**config.mk**
```make
export PLATFORM = sky130hd
export DESIGN_NAME = vram_arbiter
export DESIGN_NICKNAME = d
export VERILOG_FILES = /design/src/rtl/vram_arbiter.sv
export SDC_FILE = /design/constraint.sdc
export NUM_CORES = 1
export LEC_CHECK = 0
export CAP_MARGIN = 20
export CORE_UTILIZATION = 39
export DETAILED_ROUTE_END_ITERATION = 8
export PLACE_DENSITY_LB_ADDON = 0.1
export SLEW_MARGIN = 20
export SYNTH_ARGS = -nofsm -noshare
export SYNTH_HDL_FRONTEND = slang
export SYNTH_SLANG_ARGS = --single-unit
```
**constraint.sdc**
```tcl
create_clock -name clk -period 3.87 [get_ports clk]
set_clock_uncertainty 0.15 [all_clocks]
set_input_delay 1.161 -clock clk [delete_from_list [all_inputs] [get_ports clk]]
set_output_delay 1.161 -clock clk [all_outputs]
set_load 0.03 [all_outputs]
```
**src/rtl/vram_arbiter.sv**
```systemverilog
// Tile-RAM arbiter: shares one single-port tile RAM between the pixel renderer
// (fixed priority, fetches one tile per 32-pixel cell) and a game-logic port.
module vram_arbiter #(
  parameter bit LOGIC_VBLANK_ONLY = 1'b0
) (
  input  logic       clk,
  input  logic       reset,
  input  logic       p_tick,
  input  logic       display_on,
  input  logic [9:0] x_pos,
  input  logic [9:0] y_pos,
  input  logic       lg_req,
  input  logic       lg_we,
  input  logic [8:0] lg_addr,
  input  logic [7:0] lg_wdata,
  output logic       lg_gnt,
  output logic       lg_rvalid,
  output logic [7:0] lg_rdata,
  output logic       ram_en,
  output logic       ram_we,
  output logic [8:0] ram_addr,
  output logic [7:0] ram_wdata,
  input  logic [7:0] ram_rdata,
  output logic [7:0] tile_id,
  output logic       frame_start,
  output logic       vblank
);

  typedef enum logic [1:0] {
    IDLE    = 2'd0,
    LG_ACC  = 2'd1,
    LG_RESP = 2'd2
  } lg_state_t;

  lg_state_t  state, state_next;
  logic [8:0] tile_addr;
  logic       render_req;
  logic       lg_start;
  logic       acc_we;
  logic       rd_p1;
  logic       rd_p2;

  assign vblank     = (y_pos >= 10'd480);
  assign tile_addr  = 9'(y_pos[9:5]) * 9'd20 + 9'(x_pos[9:5]);
  assign render_req = p_tick && display_on && (x_pos[4:0] == 5'd0);

  // Logic may only start from IDLE and always yields to a same-cycle render fetch.
  assign lg_start = (state == IDLE) && lg_req && !render_req
                    && (!LOGIC_VBLANK_ONLY || vblank);

  // NOTE: every signal written in always_comb gets a default first, so no path
  // leaves it unassigned and no latch is inferred.
  always_comb begin
    state_next = state;
    case (state)
      IDLE:    if (lg_start) state_next = LG_ACC;
      LG_ACC:  state_next = LG_RESP;
      LG_RESP: state_next = IDLE;
      default: state_next = IDLE;
    endcase
  end

  // NOTE: sequential state uses non-blocking assignments so every register
  // samples pre-edge values regardless of statement order.
  always_ff @(posedge clk) begin
    if (reset) begin
      state       <= IDLE;
      ram_en      <= 1'b0;
      ram_we      <= 1'b0;
      ram_addr    <= '0;
      ram_wdata   <= '0;
      acc_we      <= 1'b0;
      rd_p1       <= 1'b0;
      rd_p2       <= 1'b0;
      tile_id     <= '0;
      frame_start <= 1'b0;
    end else begin
      state  <= state_next;
      ram_en <= render_req || lg_start;
      ram_we <= lg_start && lg_we;
      if (render_req) begin
        ram_addr  <= tile_addr;
        ram_wdata <= '0;
      end else if (lg_start) begin
        ram_addr  <= lg_addr;
        ram_wdata <= lg_wdata;
      end
      if (lg_start) acc_we <= lg_we;
      // Render read: command in N+1, data in N+2, captured into tile_id for N+3.
      rd_p1 <= render_req;
      rd_p2 <= rd_p1;
      if (rd_p2) tile_id <= ram_rdata;
      frame_start <= p_tick && (x_pos == 10'd799) && (y_pos == 10'd520);
    end
  end

  assign lg_gnt    = (state == LG_ACC);
  assign lg_rvalid = (state == LG_RESP) && !acc_we;
  assign lg_rdata  = lg_rvalid ? ram_rdata : 8'h00;

endmodule

```
==> impl_metrics.py <==
metrics = {
    "outcome": {
        "status": "finished, final reports clean",
    },
    "sta": {
        "drv_slew": 0,
        "slew_headroom": 0.529,
        "finalHoldViolCount": 0,
        "worstMarginPinSlew_ps": 707,
        "holdWs_ps": 286,
        "tns_ps": 0,
        "finalCriticalPeriod_ps": 3730,
        "setup_viol": 0,
        "max_freq_ghz": 0.268,
        "grt_setup_unrepaired": "false",
        "timing.final.crit_share": 0.964,
    },
    "die": {
        "io_pins": 90,
        "core_area_mm2": 0.00403,
        "die_w_um": 67.1,
        "die_y_um": 67.1,
        "die_area_mm2": 0.00450,
        "rows": 23,
        "start_util": 0.410,
    },
    "worst_setup_path": {
        "reg2reg_setup_slack_ps": 1990,
        "critPathRequiredTime_ps": 2560,
        "slowest_delay_ps": 660,
        "cp-end-kind": "primary output",
        "critPathSlowestCell": "clkdlybuf4s50_1",
        "r2r_end": "ram_addr[5]",
        "critical_path.most_common_cell": "clkdlybuf4s50_1",
        "crit-reg2reg-launch": "state[0]",
        "rr_worst_depth": 4,
        "crit_fanout": 2,
        "crit_type": "input pin to primary output",
        "crit_path_start_kind": "input pin",
        "path_buf_inv": 2,
        "crit_chain": "clkdlybuf4s50_1 > and2_1 > clkdlybuf4s50_1",
        "cp_top_family": "buffers and inverters",
        "critical_path_arrival_ps": 2420,
    },
    "min_path": {
        "hold_class": "flop to flop",
        "min_from": "rd_p1",
        "hold_end": "rd_p2",
        "whs_path_depth": 1,
    },
    "power_and_ir_drop": {
        "power_density_mw_per_mm2": 307,
        "max-vdd-ir-drop_uv": 264,
        "pwr-share-seq": 0.440,
        "swShare": 0.278,
        "p_comb_frac": 0.265,
        "p_int_w": 0.000593,
        "switchingPower_w": 0.000229,
        "pwr-share-clk": 0.295,
        "p_leak_nw": 1.04,
    },
    "grt": {
        "grt_pass1_vias": 1486,
        "grt_overflow": 0,
        "grt_max_degree": 21,
        "antenna_found_initial": 0,
        "grt.total_usage": 0.193,
        "grt_pass1_wl_um": 6530,
    },
    "cts": {
        "hold_buffers": 0,
        "htree_levels": 2,
        "root_buffer": "clkbuf_8",
        "cts_setup_buffers": 0,
        "clk_path_buf_depth": 2,
        "tritoncts": "built",
        "ctsResizeCount": 0,
        "path_clk_slew_ps": 60,
        "numClockSinks": 33,
        "clk_latency_ps": 280,
        "cts_inserted_buffers": 5,
    },
    "detailed_routing": {
        "vias": 1617,
        "drt_iter0_drc": 53,
        "dr.pass1.iters": 4,
        "vias_per_cell": 4.91,
        "wl_um": 4020,
        "wl_per_cell_um": 12.2,
        "ant_nets": 0,
        "drc": 0,
    },
    "finish": {
        "nFillCells": 364,
        "nets": 340,
        "final_core_util": 0.665,
        "fin_cells": 329,
        "n_antenna_cell": 0,
        "area_growth_pct": 62.1,
        "drive_gt1_frac": 0.0645,
    },
    "synth": {
        "synth_seq_area_share": 0.400,
        "synth_top_cell_area_share": 0.400,
        "synthArstFlopShare": 0,
        "yosys.cell_types.count": 40,
        "ys_top_cells_by_area": "dfxtp_1 (40%), nand2_1 (8.0%), ha_1 (6.8%), mux2i_1 (4.8%), a21oi_1 (4.2%)",
        "syn_inst": 185,
        "synth_nets": 247,
        "syn_area_per_cell_um2": 8.93,
        "synth_edf_count": 0,
        "yosys-top-cells-count": "nand2_1 (35), dfxtp_1 (33), nor2_1 (16)",
        "synth_ff_type": "dfxtp_1",
        "ys_ff_latch": 33,
        "synth_area_mm2": 0.00165,
        "synth_most_common_cell": "nand2_1",
        "yosysTopAreaCell": "dfxtp_1",
        "yosysWarningCount": 0,
    },
    "placement": {
        "placed_cells": 321,
        "gp_routability_congestion": 0.750,
        "dp_hpwl_um": 3100,
        "portBuffers": 89,
    },
    "flow_run": {
        "maxCapViolCount": 0,
    },
}
==> metal layers <==
layer,track usage,vias to the layer above,part of all wire
met5,0,-,0
met4,0.0798,0,0.017
met3,0.0582,8,0.076
met2,0.308,58,0.46
met1,0.238,721,0.44
li1,-,830,-
==> stage by stage <==
| stage | setup WS (ps) | total power [W] | cell area, µm² |
|---|---|---|---|
| 6_report | 141 | 0.000822 | 2680 |
| 5_1_grt | 90.3 | 0.000864 | 2680 |
| 4_1_cts | 135 | 0.000830 | 2680 |
| 3_5_place_dp | 140 | 0.000587 | 2590 |
| 3_3_place_gp | 153 | 0.000585 | 2590 |
| 2_1_floorplan | 714 | 0.000483 | 1650 |
==> flip-flops by register name, summed over array words and instances (netlist names) <==
signal	flops
rd_p2	1
state	2
acc_we	1
ram_wdata	8
frame_start	1
rd_p1	1
ram_addr	9
ram_we	1
ram_en	1
tile_id	8
==> worst reg2reg max path, cell delays in order (launching register included) <==
cell and delay (ps):
dfxtp_1 400, or3b_1 600, nand2_1 100, and3_1 210, a2111oi_2 310
==> worst max-delay path by stage <==
stage                 startpoint          end  slack, ps  cells after the start
floorplan               y_pos[6]  ram_addr[8]        710                      7
global placement    ram_rdata[0]  lg_rdata[0]        150                      3
detailed placement  ram_rdata[6]  lg_rdata[6]        140                      3
CTS                 ram_rdata[6]  lg_rdata[6]        140                      3
global route        ram_rdata[1]  lg_rdata[1]         90                      3
finish              ram_rdata[6]  lg_rdata[6]        140                      3
==> kinds of logic (layout without fill, tap and decap cells) <==
kind of cell | count (synthesis) | count (layout) | synth area share
and+or+nand+nor | 84 | 84 | 0.253
DFF | 33 | 33 | 0.400
AOI/OAI and AO/OA | 31 | 31 | 0.127
buffers and inverters | 12 | 106 | 0.0364
adders and majority gates | 11 | 11 | 0.0924
muxes | 9 | 9 | 0.0553
xor gates and xnor gates | 5 | 5 | 0.0356
==> layout by cell type (no fill, tap or decap), types with 3 or more instances in the layout <==
cell type / instances
nor2b_1: 4
nor2_1: 16
ha_1: 9
dfxtp_1: 33
xor2_1: 3
a311oi_1: 3
nand2_1: 35
and2_1: 9
a21oi_1: 14
mux2i_1: 8
and3_1: 4
clkdlybuf4s50_1: 88
buf_4: 6
clkbuf_8: 5
nand3_1: 3
inv_1: 4
==> area by class of cell <==
class | instances | area [µm²] | area share
clock inverters | 2 | 10.0 | 0.00374
repair buffers | 94 | 926 | 0.346
flip-flops and latches | 33 | 661 | 0.247
well taps | 50 | 62.6 | 0.0234
multi-input cells | 140 | 931 | 0.348
inverters | 4 | 15.0 | 0.00561
clock buffers | 6 | 72.6 | 0.0271
==> power by group through the flow <==
| stage | Combinational [W] | Sequential [W] | Clock (W) |
|---|---|---|---|
| global placement | 0.000216 | 0.000369 | 0 |
| floorplan | 0.0000895 | 0.000394 | 0 |
| CTS | 0.000219 | 0.000362 | 0.000249 |
| finish | 0.000217 | 0.000362 | 0.000243 |
| global route | 0.000238 | 0.000363 | 0.000263 |
| detailed placement | 0.000218 | 0.000369 | 0 |
Note: power is estimated with default switching activity, not from simulation.
